===== src/rtl/ldpc_uart_tx_scheduler.sv =====
// Round-robin byte scheduler feeding an external (8,16) LDPC encoder and
// serialising each codeword as one UART frame: start, 16 bits LSB first, stop.
module ldpc_uart_tx_scheduler #(
  parameter int NUM_REQ      = 4,
  parameter int SRC_W        = 2,
  parameter int CLKS_PER_BIT = 10416
) (
  input  logic                 clk,
  input  logic                 rst,
  input  logic [NUM_REQ-1:0]   req,
  input  logic [NUM_REQ*8-1:0] req_data,
  output logic [NUM_REQ-1:0]   grant,
  output logic [7:0]           enc_msg,
  input  logic [15:0]          enc_codeword,
  output logic                 tx,
  output logic                 busy,
  output logic                 frame_done,
  output logic [SRC_W-1:0]     frame_src
);

  localparam int BAUD_W = $clog2(CLKS_PER_BIT);

  typedef enum logic [2:0] {IDLE, LOAD, START, DATA, STOP} state_t;

  state_t             state;
  logic [SRC_W-1:0]   ptr;
  logic [BAUD_W-1:0]  baud_cnt;
  logic [3:0]         bit_cnt;
  logic [15:0]        shift_reg;
  logic               bit_end;
  logic [SRC_W-1:0]   winner;
  logic [SRC_W-1:0]   cand;
  logic               found;
  logic [7:0]         src_byte [NUM_REQ];

  for (genvar i = 0; i < NUM_REQ; i++) begin : g_src
    assign src_byte[i] = req_data[8*i +: 8];
  end

  assign bit_end = (baud_cnt == BAUD_W'(CLKS_PER_BIT - 1));

  // First set request searching upward from the source after the last winner.
  always_comb begin
    winner = '0;
    cand   = '0;
    found  = 1'b0;
    for (int k = 1; k <= NUM_REQ; k++) begin
      cand = SRC_W'((int'(ptr) + k) % NUM_REQ);
      if (!found && req[cand]) begin
        winner = cand;
        found  = 1'b1;
      end
    end
  end

  always_ff @(posedge clk or posedge rst) begin
    if (rst) begin
      state      <= IDLE;
      ptr        <= SRC_W'(NUM_REQ - 1);
      baud_cnt   <= '0;
      bit_cnt    <= '0;
      shift_reg  <= '0;
      enc_msg    <= '0;
      grant      <= '0;
      tx         <= 1'b1;
      busy       <= 1'b0;
      frame_done <= 1'b0;
      frame_src  <= '0;
    end else begin
      grant      <= '0;
      frame_done <= 1'b0;
      if (state == START || state == DATA || state == STOP) begin
        baud_cnt <= bit_end ? '0 : baud_cnt + 1'b1;
      end
      case (state)
        IDLE: begin
          tx <= 1'b1;
          if (found) begin
            enc_msg   <= src_byte[winner];
            grant     <= NUM_REQ'(1) << winner;
            frame_src <= winner;
            ptr       <= winner;
            busy      <= 1'b1;
            state     <= LOAD;
          end
        end
        LOAD: begin
          shift_reg <= enc_codeword;
          baud_cnt  <= '0;
          tx        <= 1'b0;
          state     <= START;
        end
        START: begin
          if (bit_end) begin
            tx      <= shift_reg[0];
            bit_cnt <= '0;
            state   <= DATA;
          end
        end
        DATA: begin
          if (bit_end) begin
            if (bit_cnt == 4'd15) begin
              tx    <= 1'b1;
              state <= STOP;
            end else begin
              tx        <= shift_reg[1];
              shift_reg <= shift_reg >> 1;
              bit_cnt   <= bit_cnt + 4'd1;
            end
          end
        end
        STOP: begin
          if (bit_end) begin
            frame_done <= 1'b1;
            busy       <= 1'b0;
            state      <= IDLE;
          end
        end
        default: state <= IDLE;
      endcase
    end
  end

endmodule

===== config.mk =====
export PLATFORM = sky130hd
export DESIGN_NAME = ldpc_uart_tx_scheduler
export DESIGN_NICKNAME = d
export VERILOG_FILES = /design/src/rtl/ldpc_uart_tx_scheduler.sv
export SDC_FILE = /design/constraint.sdc
export NUM_CORES = 1
export LEC_CHECK = 0
export CAP_MARGIN = 0
export CORE_UTILIZATION = 45
export DETAILED_ROUTE_END_ITERATION = 6
export PLACE_DENSITY = 0.74
export SYNTH_ARGS = -nofsm -noshare
export SYNTH_HDL_FRONTEND = slang
export SYNTH_SLANG_ARGS = --single-unit

===== constraint.sdc =====
create_clock -name clk -period 2.9 [get_ports clk]
set_input_delay 0.58 -clock clk [delete_from_list [all_inputs] [get_ports clk]]
set_output_delay 0.58 -clock clk [all_outputs]
set_load 0.01 [all_outputs]

==> results.sh, run 1 <==
export IMPL_outcome="complete, no violations"
export IMPL_fp_coreArea_um2=6310
export IMPL_synth_edff_count=0
export IMPL_place_area_um2=3740
export IMPL_netlist_top_cells_area="dfrtp_1 45%, mux2i_1 11%, nand2_1 4.7%"
export IMPL_finalHoldViolCount=0
export IMPL_p_leak_nw=1.69
export IMPL_io_buffers=70
export IMPL_max_freq_ghz=0.416
export IMPL_synth_ff_type="dfrtp_1"
export IMPL_yosysTopAreaCell="dfrtp_1"
export IMPL_dpl_hpwl_mm=4.61
export IMPL_wirelength_mm=6.55
export IMPL_final_cell_mix="70 x clkdlybuf4s50_1, 53 x dfrtp_1, 37 x nand2_1"
export IMPL_hold_path_end="ptr[0]$_DFFE_PP1P_"
export IMPL_overflow=0
export IMPL_largest_register_ffs=16
export IMPL_clockRootBuffer="clkbuf_8"
export IMPL_drv_cap=0
export IMPL_startpoint="baud_cnt[6]$_DFFE_PP0P_"
export IMPL_design_area_um2=3850
export IMPL_cts_setup_buffers=0
export IMPL_antenna_found_initial=0
export IMPL_setup_tns_ns=0
export IMPL_die_h_um=82.8
export IMPL_finalCritPeriodShare=0.830
export IMPL_rsz0062_at_grt="no"
export IMPL_area_delta_synth_final_pct=31.0
export IMPL_htreeDepth=2
export IMPL_ctsHoldBuffers=0
export IMPL_drt_iter0_drc=163
export IMPL_worst_setup_path_start_kind="register"
export IMPL_cts_buffer_depth=2
export IMPL_worstMarginPinSlew_ns=0.759
export IMPL_clock_sinks=56
export IMPL_grt_pass1_vias=2351
export IMPL_avgViaCountPerCell=5.64
export IMPL_cp_end_kind="register"
export IMPL_syn_area_um2=2940
export IMPL_dieArea_um2=6860
export IMPL_yosys_warnings=0
export IMPL_synth_cell_type_count=47
export IMPL_ys_ff_latch=56
export IMPL_vdd_ir_drop_worst_v=0.000273
export IMPL_synth_nets=352
export IMPL_clock_latency_ns=0.31
export IMPL_r2r_worst_path_cells=6
export IMPL_critPathArrivalTime_ns=2.63
export IMPL_numCtsBuffers=5
export IMPL_cts_resized=0
export IMPL_min_period_ns=2.41
export IMPL_synth_seq_area_share=0.478
export IMPL_setup_viol_count_final=0
export IMPL_final_common_cell="clkdlybuf4s50_1"
export IMPL_required_ns=3.13
export IMPL_final_util=0.610
export IMPL_place_congestion=0.786
export IMPL_syn_inst=296
export IMPL_firstDrtPassIters=6
export IMPL_path_clk_slew_ns=0.11
export IMPL_drc=0
export IMPL_syn_area_per_cell_um2=9.93
export IMPL_cp_max_fo=22
export IMPL_rows=29
export IMPL_hold_start="ptr[0]$_DFFE_PP1P_"
export IMPL_ant_nets=0
export IMPL_dr_total_vias=2493
export IMPL_ios=71
export IMPL_totalPowerFinal_w=0.00213
export IMPL_dieWidth_um=82.8
export IMPL_grt_pass1_wl_mm=11.0
export IMPL_fin_skew_ns=0.0103
export IMPL_hp_class="register to register"
export IMPL_cts_tree="yes"
export IMPL_nets=420
export IMPL_grt_start_max_net_pins=35
export IMPL_drive_gt1_frac=0.0959
export IMPL_initial_core_util=0.466
export IMPL_synthArstFlopShare=1.00
export IMPL_p_per_area_nw_per_um2=553
export IMPL_rr_startpoint="baud_cnt[6]$_DFFE_PP0P_"
export IMPL_path_class="register to register"
export IMPL_holdPathStages=2
export IMPL_drv_slew=0
export IMPL_track_usage=0.193
export IMPL_regToRegSetupSlack_ns=0.49
export IMPL_slew_headroom=0.489
export IMPL_n_antenna_cell=0
export IMPL_r2r_end="shift_reg[3]$_DFFE_PP0P_"
export IMPL_synth_top_area_frac=0.451
export IMPL_post_drt_wl_per_cell_um=14.8
==> cell usage after synthesis, types with 3 or more instances <==
library cell  instances
a31oi_1              17
nand4_1               3
mux2i_1              33
nand3_1               6
or2_2                 4
nand2_1              37
xnor2_1               3
clkbuf_1             12
o21ai_0               8
dfrtp_1              53
buf_2                 4
a21oi_1              23
inv_1                 3
nor2b_1               5
nand2b_1              6
dfstp_2               3
nor2_1               22
o221ai_1              9
nor3_1                5
xor2_1                5
==> final cells by class <==
type,instances,area [um2]
clock inverters,3,46.3
flip-flops and latches,56,1410
inverters,3,11.3
fillers,560,2460
multi-input cells,219,1440
clock buffers,5,68.8
repair buffers,79,781
well taps,77,96.3
==> layer usage <==
layer,global-route usage,wire [um],part of all wire,vias to the layer above
li1,-,-,-,1213
met1,0.274,3060,0.47,1180
met2,0.299,3070,0.47,90
met3,0.0368,335,0.051,10
met4,0.0611,87,0.013,0
met5,0,0,0,-
==> worst max path at each step <==
stage	end	slack, ns	cells after the start
final	shift_reg[3]$_DFFE_PP0P_	0.49	6
after global routing	bit_cnt[0]$_DFFE_PP0P_	0.37	5
after CTS	shift_reg[3]$_DFFE_PP0P_	0.49	6
after detailed placement	enc_msg[0]$_DFFE_PP0P_	0.41	6
after global placement	enc_msg[0]$_DFFE_PP0P_	0.45	6
after floorplan	shift_reg[0]$_DFFE_PP0P_	0.79	5
==> worst max-delay path, cell delays in order (launching register included) <==
cell	delay (ns)
dfrtp_1	0.47
or4b_4	0.57
or4_4	0.54
o21ai_4	0.30
buf_12	0.20
a21oi_1	0.07
a31oi_1	0.18
==> metrics by stage <==
step | hold slack [ns] | setup WS, ns | instances
finish | 0.487 | 0.494 | 442
CTS | 0.489 | 0.490 | 442
global placement | 0.464 | 0.449 | 434
global route | 0.524 | 0.374 | 442
detailed placement | 0.473 | 0.406 | 434
floorplan | 0.454 | 0.790 | 296
==> power breakdown <==
part	switching, W	internal, W	leakage, nW
Clock	0.000264	0.000261	0.0548
Sequential	0.000122	0.000907	0.704
Combinational	0.000267	0.000310	0.930
Total	0.000653	0.00148	1.69
==> cells by family after synthesis <==
kind of cell / after synthesis / share of synthesized area
fa+ha+maj: 2 / 0.00851
flops: 56 / 0.478
compound gates: 70 / 0.155
mux: 35 / 0.120
buf+inv: 21 / 0.0336
simple gates: 104 / 0.181
xor+xnor: 8 / 0.0238
No activity file was read; power rests on OpenSTA's default activity.
==> run 2, diff against run 1 <==
--- a/config.mk
+++ b/config.mk
@@ -8,7 +8,7 @@
 export CAP_MARGIN = 0
 export CORE_UTILIZATION = 45
 export DETAILED_ROUTE_END_ITERATION = 6
-export PLACE_DENSITY = 0.74
+export PLACE_DENSITY = 0.77
 export SYNTH_ARGS = -nofsm -noshare
 export SYNTH_HDL_FRONTEND = slang
 export SYNTH_SLANG_ARGS = --single-unit
==> constraint.sdc (replaced) <==
create_clock -name clk -period 2.1 [get_ports clk]
set_input_delay 0.42 -clock clk [delete_from_list [all_inputs] [get_ports clk]]
set_output_delay 0.42 -clock clk [all_outputs]
set_load 0.01 [all_outputs]
==> results.sh, run 2 (synthesized netlist as in run 1, its figures left out) <==
export IMPL_numCtsBuffers=5
export IMPL_path_clk_slew_ns=0.11
export IMPL_dieArea_um2=6860
export IMPL_startpoint="baud_cnt[4]$_DFFE_PP0P_"
export IMPL_cts_tree="yes"
export IMPL_hp_class="primary input to asynchronous set/reset pin"
export IMPL_place_congestion=0.850
export IMPL_grt_pass1_vias=2579
export IMPL_drv_slew=0
export IMPL_p_per_area_nw_per_um2=721
export IMPL_largest_register_ffs=16
export IMPL_drc=0
export IMPL_dp_cells=451
export IMPL_die_h_um=82.8
export IMPL_wirelength_mm=7.12
export IMPL_fin_skew_ns=0.0107
export IMPL_stdcell_count=470
export IMPL_overflow=0
export IMPL_max_freq_ghz=0.455
export IMPL_grt_start_max_net_pins=32
export IMPL_track_usage=0.205
export IMPL_cp_buffers_inverters=3
export IMPL_finalHoldViolCount=0
export IMPL_cp_max_fo=5
export IMPL_n_antenna_cell=0
export IMPL_min_period_ns=2.20
export IMPL_nets=448
export IMPL_pre_cts_slack_ns=-0.0863
export IMPL_antenna_found_initial=0
export IMPL_path_delay_family="simple AND/OR/NAND/NOR gates"
export IMPL_final_common_cell="clkdlybuf4s50_1"
export IMPL_dieWidth_um=82.8
export IMPL_worstPathCellList="or4b_4 > or4_4 > buf_4 > buf_6 > o22ai_4 > buf_6 > nor2_1"
export IMPL_rows=29
export IMPL_fp_coreArea_um2=6310
export IMPL_firstDrtPassIters=4
export IMPL_slew_headroom=0.701
export IMPL_cts_buffer_depth=2
export IMPL_finalCritPeriodShare=1.05
export IMPL_cp_depth=7
export IMPL_vdd_ir_drop_worst_v=0.000465
export IMPL_outcome="finished, violations left"
export IMPL_htreeDepth=2
export IMPL_final_cell_mix="70 x clkdlybuf4s50_1, 53 x dfrtp_1, 37 x nand2_1"
export IMPL_worst_setup_path_start_kind="register"
export IMPL_path_class="register to register"
export IMPL_critPathArrivalTime_ns=2.41
export IMPL_clockRootBuffer="clkbuf_8"
export IMPL_p_leak_nw=1.85
export IMPL_totalPowerFinal_w=0.00302
export IMPL_cpMaxStageDelayCell="or4b_4"
export IMPL_drive_gt1_frac=0.170
export IMPL_required_ns=2.31
export IMPL_rr_startpoint="baud_cnt[4]$_DFFE_PP0P_"
export IMPL_dpl_hpwl_mm=4.84
export IMPL_ctsHoldBuffers=0
export IMPL_initial_core_util=0.466
export IMPL_avgViaCountPerCell=5.64
export IMPL_setup_slack_ns=-0.0991
export IMPL_io_buffers=70
export IMPL_cpMostUsedCell="buf_6"
export IMPL_drv_cap=0
export IMPL_worstMarginPinSlew_ns=0.445
export IMPL_area_delta_synth_final_pct=42.5
export IMPL_ant_nets=0
export IMPL_setup_tns_ns=-1.99
export IMPL_ios=71
export IMPL_cp_end_kind="register"
export IMPL_violations="setup timing"
export IMPL_r2r_worst_path_cells=7
export IMPL_rsz0062_at_grt="yes"
export IMPL_post_drt_wl_per_cell_um=15.1
export IMPL_drt_iter0_drc=157
export IMPL_setup_viol_count_final=26
export IMPL_slowest_delay_ns=0.55
export IMPL_clock_latency_ns=0.31
export IMPL_regToRegSetupSlack_ns=-0.1
export IMPL_clock_sinks=56
export IMPL_dr_total_vias=2651
export IMPL_grt_pass1_wl_mm=11.7
## run 2: changes by cell type in the layout (fill, tap and decap cells not counted), sizes merged
cell,delta
buf,+27
clkbuf,+2
clkinvlp,-1
## run 2: through the flow
stage / utilization / area [um2] / hold WS (ns)
after floorplan: - / 2940 / 0.454
after global placement: 0.616 / 3890 / 0.458
after detailed placement: 0.616 / 3890 / 0.475
after CTS: 0.646 / 4080 / 0.343
after global routing: 0.663 / 4190 / 0.352
final: 0.663 / 4190 / 0.339
## run 2: layer usage
layer  part of all wire  GRT usage  up-vias  routed length, um
met4              0.010     0.0361        0                 73
met3              0.065     0.0577        8                462
met1               0.44      0.262     1280               3130
met2               0.48      0.352       90               3450
li1                   -          -     1273                  -
met5                  0          0        -                  0
## run 2: timing repair
item	in CTS	in global routing
endpoints found under the hold margin	0	0
pin swaps	0	6
gates cloned	1	2
gates resized for setup	3	14
buffers inserted	4	4
setup endpoints to repair	26	31
## run 2: final timing paths
check,endpoint
worst min-delay path,state[2]$_DFFE_PP0P_
worst min register to register,ptr[0]$_DFFE_PP1P_
min in group clk,ptr[0]$_DFFE_PP1P_
worst max-delay path,baud_cnt[9]$_DFFE_PP0P_
max in group asynchronous,ptr[1]$_DFFE_PP1P_
worst max register to register,baud_cnt[9]$_DFFE_PP0P_
## run 2: area by class of cell
type | instances | area (um2)
fillers | 489 | 2120
multi-input cells | 219 | 1490
flip-flops and latches | 56 | 1410
repair buffers | 107 | 1080
well taps | 77 | 96.3
clock buffers | 6 | 72.6
clock inverters | 2 | 38.8
inverters | 3 | 11.3
## run 2: worst register-to-register path: cells and delay by family, from the launching register on
| family | cells | cell delay, ns |
|---|---|---|
| buffers and inverters | 3 | 0.42 |
| and+or+nand+nor | 3 | 1.12 |
| DFF | 1 | 0.40 |
| AOI/OAI and AO/OA | 1 | 0.15 |
## run 2: power by group
part | total, W | switching (W) | leakage [nW] | internal, W
clock network | 0.000732 | 0.000371 | 0.0558 | 0.000361
logic | 0.000883 | 0.000406 | 1.09 | 0.000477
registers | 0.00140 | 0.000152 | 0.704 | 0.00125
total | 0.00302 | 0.000929 | 1.85 | 0.00209
